### src/rtl/mips_pkg.sv
// Shared encodings for the multicycle MIPS control path: state codes,
// opcodes and the PCSource/ALUSrcB/OpALU field values. The ALU decoder
// imports the same package so both ends agree on OpALU meanings.
package mips_pkg;

    typedef enum logic [3:0] {
        FETCH  = 4'd0,
        DECODE = 4'd1,
        MEMADR = 4'd2,
        MEMRD  = 4'd3,
        MEMWB  = 4'd4,
        MEMWR  = 4'd5,
        EXEC   = 4'd6,
        ALUWB  = 4'd7,
        BRANCH = 4'd8,
        JUMP   = 4'd9,
        ADDIEX = 4'd10,
        ADDIWB = 4'd11
    } state_t;

    localparam logic [5:0] OP_RTYPE = 6'b000000;
    localparam logic [5:0] OP_LW    = 6'b100011;
    localparam logic [5:0] OP_SW    = 6'b101011;
    localparam logic [5:0] OP_BEQ   = 6'b000100;
    localparam logic [5:0] OP_J     = 6'b000010;
    localparam logic [5:0] OP_ADDI  = 6'b001000;

    // OpALU to the ALU decoder; 2'b11 is never produced.
    localparam logic [1:0] ALUOP_ADD   = 2'b00;
    localparam logic [1:0] ALUOP_SUB   = 2'b01;
    localparam logic [1:0] ALUOP_FUNCT = 2'b10;

    localparam logic [1:0] SRCB_REG     = 2'b00;
    localparam logic [1:0] SRCB_FOUR    = 2'b01;
    localparam logic [1:0] SRCB_IMM     = 2'b10;
    localparam logic [1:0] SRCB_IMM_SH2 = 2'b11;

    localparam logic [1:0] PCSRC_ALU    = 2'b00;
    localparam logic [1:0] PCSRC_ALUOUT = 2'b01;
    localparam logic [1:0] PCSRC_JUMP   = 2'b10;

    typedef struct packed {
        logic       pc_write;
        logic       pc_write_cond;
        logic       ior_d;
        logic       mem_read;
        logic       mem_write;
        logic       mem_to_reg;
        logic       ir_write;
        logic       alu_src_a;
        logic       reg_write;
        logic       reg_dst;
        logic [1:0] pc_source;
        logic [1:0] alu_src_b;
        logic [1:0] op_alu;
    } ctrl_t;

    // States whose exit to FETCH completes (retires) an instruction.
    function automatic logic is_retire_state(input state_t s);
        return (s == MEMWB) || (s == MEMWR) || (s == ALUWB) ||
               (s == BRANCH) || (s == JUMP) || (s == ADDIWB);
    endfunction

endpackage

### src/rtl/mips_control_fsm_if.sv
// Signal bundle between the control FSM and the multicycle datapath.
// Memory handshake: the FSM holds MemRead (FETCH/MEMRD) or MemWrite (MEMWR)
// and the address select steady until a cycle with mem_ready=1; that cycle
// completes the access and the FSM leaves the state on the next rising edge.
interface mips_control_fsm_if;
    logic [5:0]  opcode;
    logic        zero;
    logic        mem_ready;

    logic        PCWrite;
    logic        PCWriteCond;
    logic        IorD;
    logic        MemRead;
    logic        MemWrite;
    logic        MemtoReg;
    logic        IRWrite;
    logic        ALUSrcA;
    logic        RegWrite;
    logic        RegDst;
    logic [1:0]  PCSource;
    logic [1:0]  ALUSrcB;
    logic [1:0]  OpALU;

    logic [3:0]  state;
    logic        illegal_op;
    logic [31:0] instr_count;

    // Control FSM side. The zero flag is consumed by the datapath together
    // with PCWriteCond, so the FSM itself does not look at it.
    modport master (
        input  opcode, mem_ready,
        output PCWrite, PCWriteCond, IorD, MemRead, MemWrite, MemtoReg,
        output IRWrite, ALUSrcA, RegWrite, RegDst, PCSource, ALUSrcB, OpALU,
        output state, illegal_op, instr_count
    );

    // Datapath side.
    modport slave (
        output opcode, zero, mem_ready,
        input  PCWrite, PCWriteCond, IorD, MemRead, MemWrite, MemtoReg,
        input  IRWrite, ALUSrcA, RegWrite, RegDst, PCSource, ALUSrcB, OpALU,
        input  state, illegal_op, instr_count
    );
endinterface

### src/rtl/mips_ctrl_decode.sv
// Pure combinational map from the current state (plus memory ready in the
// FETCH state) to the datapath control word. Anything a state does not set
// stays 0.
module mips_ctrl_decode
    import mips_pkg::*;
(
    input  state_t state,
    input  logic   rdy,
    output ctrl_t  ctrl
);

    // Per-state control word, all-zero default first.
    always_comb begin
        ctrl = '0;
        case (state)
            FETCH: begin
                ctrl.mem_read  = 1'b1;
                ctrl.alu_src_b = SRCB_FOUR;
                ctrl.op_alu    = ALUOP_ADD;
                ctrl.pc_source = PCSRC_ALU;
                ctrl.ir_write  = rdy;
                ctrl.pc_write  = rdy;
            end
            DECODE: begin
                ctrl.alu_src_b = SRCB_IMM_SH2;
                ctrl.op_alu    = ALUOP_ADD;
            end
            MEMADR, ADDIEX: begin
                ctrl.alu_src_a = 1'b1;
                ctrl.alu_src_b = SRCB_IMM;
                ctrl.op_alu    = ALUOP_ADD;
            end
            MEMRD: begin
                ctrl.mem_read = 1'b1;
                ctrl.ior_d    = 1'b1;
            end
            MEMWB: begin
                ctrl.reg_write  = 1'b1;
                ctrl.mem_to_reg = 1'b1;
            end
            MEMWR: begin
                ctrl.mem_write = 1'b1;
                ctrl.ior_d     = 1'b1;
            end
            EXEC: begin
                ctrl.alu_src_a = 1'b1;
                ctrl.alu_src_b = SRCB_REG;
                ctrl.op_alu    = ALUOP_FUNCT;
            end
            ALUWB: begin
                ctrl.reg_write = 1'b1;
                ctrl.reg_dst   = 1'b1;
            end
            BRANCH: begin
                ctrl.alu_src_a     = 1'b1;
                ctrl.alu_src_b     = SRCB_REG;
                ctrl.op_alu        = ALUOP_SUB;
                ctrl.pc_write_cond = 1'b1;
                ctrl.pc_source     = PCSRC_ALUOUT;
            end
            JUMP: begin
                ctrl.pc_write  = 1'b1;
                ctrl.pc_source = PCSRC_JUMP;
            end
            ADDIWB: begin
                ctrl.reg_write = 1'b1;
            end
            default: ctrl = '0;
        endcase
    end

endmodule

### src/rtl/mips_control_fsm.sv
// Multicycle MIPS main control FSM. Moore-style outputs from the state
// register (FETCH's IRWrite/PCWrite also follow mem_ready), a retired
// instruction counter, and an illegal-opcode pulse from DECODE.
// CNT_W narrows the internal counter (zero-extended onto instr_count) so
// wrap-around can be exercised without 2^32 retirements; default is 32.
module mips_control_fsm
    import mips_pkg::*;
#(
    parameter bit MEM_WAIT_EN = 1'b1,
    parameter int CNT_W       = 32
) (
    input  logic                clk,
    input  logic                rst_n,
    mips_control_fsm_if.master  bus
);

    state_t             state_q;
    state_t             state_d;
    logic               rdy;
    logic               illegal;
    logic               retire;
    logic [CNT_W-1:0]   count_q;
    ctrl_t              ctrl;

    assign rdy = MEM_WAIT_EN ? bus.mem_ready : 1'b1;

    // State register; reset drops straight back to FETCH.
    always_ff @(posedge clk or negedge rst_n) begin
        if (!rst_n) begin
            state_q <= FETCH;
        end else begin
            state_q <= state_d;
        end
    end

    // Next state, illegal-opcode flag and retire strobe.
    always_comb begin
        state_d = FETCH;
        illegal = 1'b0;
        case (state_q)
            FETCH:  state_d = rdy ? DECODE : FETCH;
            DECODE: begin
                case (bus.opcode)
                    OP_LW, OP_SW: state_d = MEMADR;
                    OP_RTYPE:     state_d = EXEC;
                    OP_BEQ:       state_d = BRANCH;
                    OP_J:         state_d = JUMP;
                    OP_ADDI:      state_d = ADDIEX;
                    default: begin
                        state_d = FETCH;
                        illegal = 1'b1;
                    end
                endcase
            end
            MEMADR: state_d = (bus.opcode == OP_LW) ? MEMRD : MEMWR;
            MEMRD:  state_d = rdy ? MEMWB : MEMRD;
            MEMWB:  state_d = FETCH;
            MEMWR:  state_d = rdy ? FETCH : MEMWR;
            EXEC:   state_d = ALUWB;
            ALUWB:  state_d = FETCH;
            BRANCH: state_d = FETCH;
            JUMP:   state_d = FETCH;
            ADDIEX: state_d = ADDIWB;
            ADDIWB: state_d = FETCH;
            default: state_d = FETCH;
        endcase
        retire = is_retire_state(state_q) && (state_d == FETCH);
    end

    // Retired-instruction counter; wraps naturally at full scale.
    always_ff @(posedge clk or negedge rst_n) begin
        if (!rst_n) begin
            count_q <= '0;
        end else if (retire) begin
            count_q <= count_q + CNT_W'(1);
        end
    end

    mips_ctrl_decode u_decode (
        .state (state_q),
        .rdy   (rdy),
        .ctrl  (ctrl)
    );

    // While reset is low, every write/strobe control is held off; the
    // select fields keep their FETCH values from the decoder.
    assign bus.PCWrite     = rst_n & ctrl.pc_write;
    assign bus.PCWriteCond = rst_n & ctrl.pc_write_cond;
    assign bus.MemRead     = rst_n & ctrl.mem_read;
    assign bus.MemWrite    = rst_n & ctrl.mem_write;
    assign bus.IRWrite     = rst_n & ctrl.ir_write;
    assign bus.RegWrite    = rst_n & ctrl.reg_write;
    assign bus.IorD        = ctrl.ior_d;
    assign bus.MemtoReg    = ctrl.mem_to_reg;
    assign bus.ALUSrcA     = ctrl.alu_src_a;
    assign bus.RegDst      = ctrl.reg_dst;
    assign bus.PCSource    = ctrl.pc_source;
    assign bus.ALUSrcB     = ctrl.alu_src_b;
    assign bus.OpALU       = ctrl.op_alu;

    assign bus.state       = state_q;
    assign bus.illegal_op  = rst_n & illegal;
    assign bus.instr_count = 32'(count_q);

endmodule

### src/flat_wrapper.sv
// flat-port wrapper written by rule: the top's interface ports become plain ports
module mips_control_fsm_flat import mips_pkg::*;
#(
    parameter bit MEM_WAIT_EN = 1'b1,
    parameter int CNT_W       = 32
)
  (clk, rst_n, bus_opcode, bus_mem_ready, bus_PCWrite, bus_PCWriteCond, bus_IorD, bus_MemRead, bus_MemWrite, bus_MemtoReg, bus_IRWrite, bus_ALUSrcA, bus_RegWrite, bus_RegDst, bus_PCSource, bus_ALUSrcB, bus_OpALU, bus_state, bus_illegal_op, bus_instr_count);
  mips_control_fsm_if bus_i ();
  input  logic clk;
  input  logic rst_n;
  input wire logic [$bits(bus_i.opcode)-1:0] bus_opcode;
  input wire logic [$bits(bus_i.mem_ready)-1:0] bus_mem_ready;
  output wire logic [$bits(bus_i.PCWrite)-1:0] bus_PCWrite;
  output wire logic [$bits(bus_i.PCWriteCond)-1:0] bus_PCWriteCond;
  output wire logic [$bits(bus_i.IorD)-1:0] bus_IorD;
  output wire logic [$bits(bus_i.MemRead)-1:0] bus_MemRead;
  output wire logic [$bits(bus_i.MemWrite)-1:0] bus_MemWrite;
  output wire logic [$bits(bus_i.MemtoReg)-1:0] bus_MemtoReg;
  output wire logic [$bits(bus_i.IRWrite)-1:0] bus_IRWrite;
  output wire logic [$bits(bus_i.ALUSrcA)-1:0] bus_ALUSrcA;
  output wire logic [$bits(bus_i.RegWrite)-1:0] bus_RegWrite;
  output wire logic [$bits(bus_i.RegDst)-1:0] bus_RegDst;
  output wire logic [$bits(bus_i.PCSource)-1:0] bus_PCSource;
  output wire logic [$bits(bus_i.ALUSrcB)-1:0] bus_ALUSrcB;
  output wire logic [$bits(bus_i.OpALU)-1:0] bus_OpALU;
  output wire logic [$bits(bus_i.state)-1:0] bus_state;
  output wire logic [$bits(bus_i.illegal_op)-1:0] bus_illegal_op;
  output wire logic [$bits(bus_i.instr_count)-1:0] bus_instr_count;
  assign bus_i.opcode = bus_opcode;
  assign bus_i.mem_ready = bus_mem_ready;
  assign bus_PCWrite = bus_i.PCWrite;
  assign bus_PCWriteCond = bus_i.PCWriteCond;
  assign bus_IorD = bus_i.IorD;
  assign bus_MemRead = bus_i.MemRead;
  assign bus_MemWrite = bus_i.MemWrite;
  assign bus_MemtoReg = bus_i.MemtoReg;
  assign bus_IRWrite = bus_i.IRWrite;
  assign bus_ALUSrcA = bus_i.ALUSrcA;
  assign bus_RegWrite = bus_i.RegWrite;
  assign bus_RegDst = bus_i.RegDst;
  assign bus_PCSource = bus_i.PCSource;
  assign bus_ALUSrcB = bus_i.ALUSrcB;
  assign bus_OpALU = bus_i.OpALU;
  assign bus_state = bus_i.state;
  assign bus_illegal_op = bus_i.illegal_op;
  assign bus_instr_count = bus_i.instr_count;
  mips_control_fsm #(.MEM_WAIT_EN(MEM_WAIT_EN), .CNT_W(CNT_W)) u_core (.clk(clk), .rst_n(rst_n), .bus(bus_i));
endmodule
### config.mk
export PLATFORM = sky130hd
export DESIGN_NAME = mips_control_fsm_flat
export DESIGN_NICKNAME = d
export VERILOG_FILES = /design/src/rtl/mips_pkg.sv /design/src/rtl/mips_control_fsm_if.sv /design/src/rtl/mips_ctrl_decode.sv /design/src/rtl/mips_control_fsm.sv /design/src/flat_wrapper.sv
export SDC_FILE = /design/constraint.sdc
export NUM_CORES = 1
export LEC_CHECK = 0
export CELL_PAD_IN_SITES_DETAIL_PLACEMENT = 2
export CELL_PAD_IN_SITES_GLOBAL_PLACEMENT = 2
export CORE_AREA = 3 3 90 92
export CTS_BUF_LIST = sky130_fd_sc_hd__clkbuf_8
export CTS_CLUSTER_SIZE = 12
export DETAILED_ROUTE_END_ITERATION = 16
export DIE_AREA = 0 0 93 95
export PLACE_DENSITY_LB_ADDON = 0.1
export SLEW_MARGIN = 20
export SYNTH_ARGS = -nofsm -noshare
export SYNTH_HDL_FRONTEND = slang
export SYNTH_SLANG_ARGS = --single-unit
### constraint.sdc
create_clock -name clk -period 1.8 [get_ports clk]
set_input_delay 0.27 -clock clk [delete_from_list [all_inputs] [get_ports clk]]
set_output_delay 0.27 -clock clk [all_outputs]
set_load 0.1 [all_outputs]
==> run metrics, run 1 <==
antenna violations before repair 3; Worst endpoint type output port; flops & latches, synth 36; Die W 93 um; H-tree levels 2; worst endpoint after global-route timing repair bus_PCWrite; global placement routability congestion 0.7691; Net Count, Synth 236; post-detail-place hpwl 6679 um; Synth Instances 226; starting density of the core 28.84%; CTS root buf clkbuf_8; Row Count 31; largest net degree at the start of global routing 27; syn avg cell area 9.306 um2; # IOs 62; placed cell areas 3945 um2; Max clock buf depth 2; post-synthesis sequential area ratio 42.83%; error message [ERROR DPL-0033] detailed placement checks failed during check placement.; Yosys warning count 0; total CTS buffers 5; post-synth cell types 46; outcome did not finish; DP Cell Count 420; Die Y 95 um; Synth Cell Area 2103 um2; PortBufs 61; CTS Sinks 36; failing step global routing (5_1_grt)
==> Yosys cell counts, drive strengths merged <==
cell,count,share of area (%)
o21ai,6,2.0
a211oi,2,0.71
buf,6,2.1
nor2b,2,0.95
o21a,1,0.36
or3,2,0.59
nor3,17,4.8
a21oi,7,1.7
nand3b,1,0.36
a21o,1,0.36
and2,1,0.30
and3,2,0.65
nor3b,3,1.3
a311oi,1,0.42
or2,1,0.30
inv,7,1.2
nor4b,1,0.42
a32o,1,0.48
nor4,10,3.6
a22oi,1,0.36
dfrtp,36,43
nand4,10,4.4
nand2b,3,0.89
ha,1,0.59
or4,1,0.36
nand2,18,3.3
clkbuf,4,0.71
xor2,15,6.2
xnor2,19,7.9
and4,2,0.83
nor2,27,4.9
nand3,17,4.0
==> kinds of logic after synthesis <==
kind of cell               after synthesis  synth area share, %
and+or+nand+nor                        118                32.07
xor gates and xnor gates                34                14.16
buffers and inverters                   17                4.045
AOI/OAI and AO/OA                       20                6.306
adders and majority gates                1               0.5948
DFF                                     36                42.83
==> timing repair <==
| item | CTS |
|---|---|
| setup buffers | 18 |
| gates resized for setup | 44 |
| cloned | 0 |
| hold buffers | 1 |
| setup endpoints to repair | 25 |
| endpoints found under the hold margin | 10 |
| pin swaps | 15 |
==> metrics by stage <==
stage	setup TNS [ps]	utilization, %	setup WS, ps
after global placement	-1962	54.10	-152.8
after floorplan	-7388	-	-708.7
after detailed placement	-4085	54.10	-232.6
after CTS	-1380	59.68	-129.9
==> run 2: changes to the inputs <==
==> config.mk (replaced) <==
export PLATFORM = sky130hd
export DESIGN_NAME = mips_control_fsm_flat
export DESIGN_NICKNAME = d
export VERILOG_FILES = /design/src/rtl/mips_pkg.sv /design/src/rtl/mips_control_fsm_if.sv /design/src/rtl/mips_ctrl_decode.sv /design/src/rtl/mips_control_fsm.sv /design/src/flat_wrapper.sv
export SDC_FILE = /design/constraint.sdc
export NUM_CORES = 1
export LEC_CHECK = 0
export CORE_AREA = 3 3 107 109
export DETAILED_ROUTE_END_ITERATION = 16
export DIE_AREA = 0 0 110 112
export PLACE_DENSITY_LB_ADDON = 0.15
export SLEW_MARGIN = 20
export SYNTH_ARGS = -nofsm -noshare
export SYNTH_HDL_FRONTEND = slang
export SYNTH_SLANG_ARGS = --single-unit
==> run 2 against run 1 <==
Net effect:
- the flow now finishes, with violations (setup timing)
- synthesized cell count unchanged
- area after synthesis did not move
==> run metrics, run 2 <==
core area 10700 um2; Post-Synth Simple-Gate Area 32.06% (unchanged); DRC 0; failing checks setup timing; pwr dens 587.2 nW/um2; Post-Synth XOR/XNOR Area 14.16% (unchanged); critical path class register to primary output; Die Y 112 um (+18%); DR vias/cell 4.359; Synth Instances 226 (unchanged); total track usage 11.57%; CTS root buf clkbuf_8; antenna violations before repair 0; # setup viols final 9; P_leak 1.885 nW; TritonRoute pass-1 iters 4; Row Count 38 (+23%); Yosys top cell area share 42.83% (unchanged); Largest register FFs 32; MaxCap Viol Count 0; largest net degree at the start of global routing 28; Synth Cell Area 2103 um2 (unchanged); most frequent cells in the layout buf_4, buf_12, dfrtp_4; CP Max Fanout 5; HP Class input pin to asynchronous set/reset pin; post-synth cell types 46 (unchanged); total CTS buffers 5 (unchanged); starting density of the core 19.66% (-9.2 points); Setup crit end kind primary output; Die W 110 um (+18%); # IOs 62 (unchanged); worst-margin pin slew 344.7 ps; EDFF count, synth 0 (unchanged); Layout Utilization 42.96%; largest family of logic cells by synthesized area simple AND/OR/NAND/NOR gates; Setup TNS Final -403.9 ps; Final Hold Viols 0; Max clock buf depth 2 (unchanged); crit share post-route 103.9%; flops & latches, synth 36 (unchanged); Worst Path Required 1530 ps; post-DR wirelength/cell 13.54 um; RSZ-0062 raised after global routing yes; routed via count 2184; mux share of post-synthesis cell area 0% (unchanged); Max Clk Rate 534.8 MHz; Detail Route Antenna Nets 0; largest area contributor in the netlist dfrtp_1; number of global-route vias before repair 2294; Compound-Gate Fraction of Synth Area 6.306% (unchanged); Yosys warning count 0 (unchanged); fin crit period 1870 ps; DP Cell Count 461 (+9.8%); Synth Area in Adders 0.5949% (unchanged); final setup margin -69.84 ps; syn avg cell area 9.306 um2 (unchanged); ANT cells 0; CTS clk-pin slew, worst paths 70 ps; global placement routability congestion 0.7074 (-8.0%); area of the die 12320 um2; final cell count without fillers 501; Routed WL 6785 um; CTS Sinks 36 (unchanged); GRT overflow 0; normalized max-slew margin 77.02%; ys flop type dfrtp_1; Net Count, Synth 236 (unchanged); Final nets 370; Skew-Pair Late Insertion Delay 280 ps; drt initial violations 69; layout cells sized above 1 63.71%; H-tree levels 2 (unchanged); commonest non-fill, non-tap cell in the layout buf_4; skew final 5.852 ps; post-synthesis sequential area ratio 42.83% (unchanged); first-pass GRT wire length 11420 um; outcome complete, but fails checks; post-detail-place hpwl 4968 um (-26%); fin. max-slew vios 0; CTS tree yes; ranking of synthesized cells by area dfrtp_1, xnor2_1, xor2_1; crit path DAT 1600 ps; maximum vdd drop 0.4908 mV; Area Growth Syn to Fin 118.5%; Post-synth top cells dfrtp_1, nor2_1, xnor2_1; startpoint types register; top-count cell post-synth dfrtp_1; async set or reset register ratio after synthesis 100.0% (unchanged); PortBufs 61 (unchanged)
## run 2: cell counts after synthesis
No cell type changed its count.
## run 2: power by group
group,total [mW],leakage (nW),switching (mW),internal (mW)
sequential,0.940,0.428,0.0687,0.871
clock,0.557,0.0422,0.285,0.272
combinational,1.20,1.41,0.718,0.484
## run 2: cell type report
cell class	count	area (um2)
Sequential cell	36	989.7
Clock inverter	1	5.005
Timing Repair Buffer	137	1805
Clock buffer	7	76.32
Multi-Input combinational cell	173	1515
Fill cell	1028	6102
Inverter	7	28.78
Tap cell	140	175.2
## run 2: path summary, 6_finish.rpt
path / endpoint / slack [ps] / start / cells past startpoint
min in group clk: u_core.bus.instr_count[20] / 510 / u_core.bus.instr_count[20] / 1
max in group asynchronous: u_core.bus.instr_count[28] / 1290 / rst_n / 2
setup reg to reg: u_core.bus.instr_count[17] / 50 / u_core.bus.state[1] / 7
setup / recovery: bus_PCWrite / -70 / u_core.bus.state[3] / 5
hold / removal: u_core.bus.state[1] / 20 / rst_n / 2
hold reg to reg: u_core.bus.instr_count[20] / 510 / u_core.bus.instr_count[20] / 1
## run 2: cell families (layout without fill, tap and decap cells)
kind of cell,count (synthesis),in the layout
fa+ha+maj,1,1
simple gates,118,118
compound gates,20,20
xor+xnor,34,34
buf+inv,17,152
flops,36,36
## run 2: per-stage QoR
step | hold WS (ps) | setup slack [ps] | cell area, um2 | power, mW
floorplan | -25.59 | -708.7 | 2496 | 1.619
global placement | 111.7 | -156.7 | 4009 | 2.033
detailed placement | 105.3 | -174.0 | 4009 | 2.033
CTS | 36.80 | -82.45 | 4395 | 2.691
global route | 49.94 | -131.2 | 4596 | 2.817
finish | 24.68 | -69.84 | 4596 | 2.699
## run 2: metal layers
metal	vias up	wire length, um	share of wire, %	GRT usage [%]
li1	1063	-	-	-
met1	1078	2985	44	15.57
met2	37	3506	52	19.01
met3	6	237	3.5	2.319
met4	0	56	0.83	2.577
met5	-	0	0	0
## run 2: critical path: stages, from the launching register on
cell,delay (ps)
dfrtp_4,520
buf_6,150
nor3_4,160
a21oi_2,60
nor4_4,210
buf_12,220
## run 2: timing repair
item	CTS	global route
hold buffers	1	0
endpoints found under the setup margin	14	26
resized for setup	44	18
setup buffers	18	12
pin swaps	12	12
endpoints found under the hold margin	1	0
gates cloned	0	1
Power figures use the tool's default switching activity.
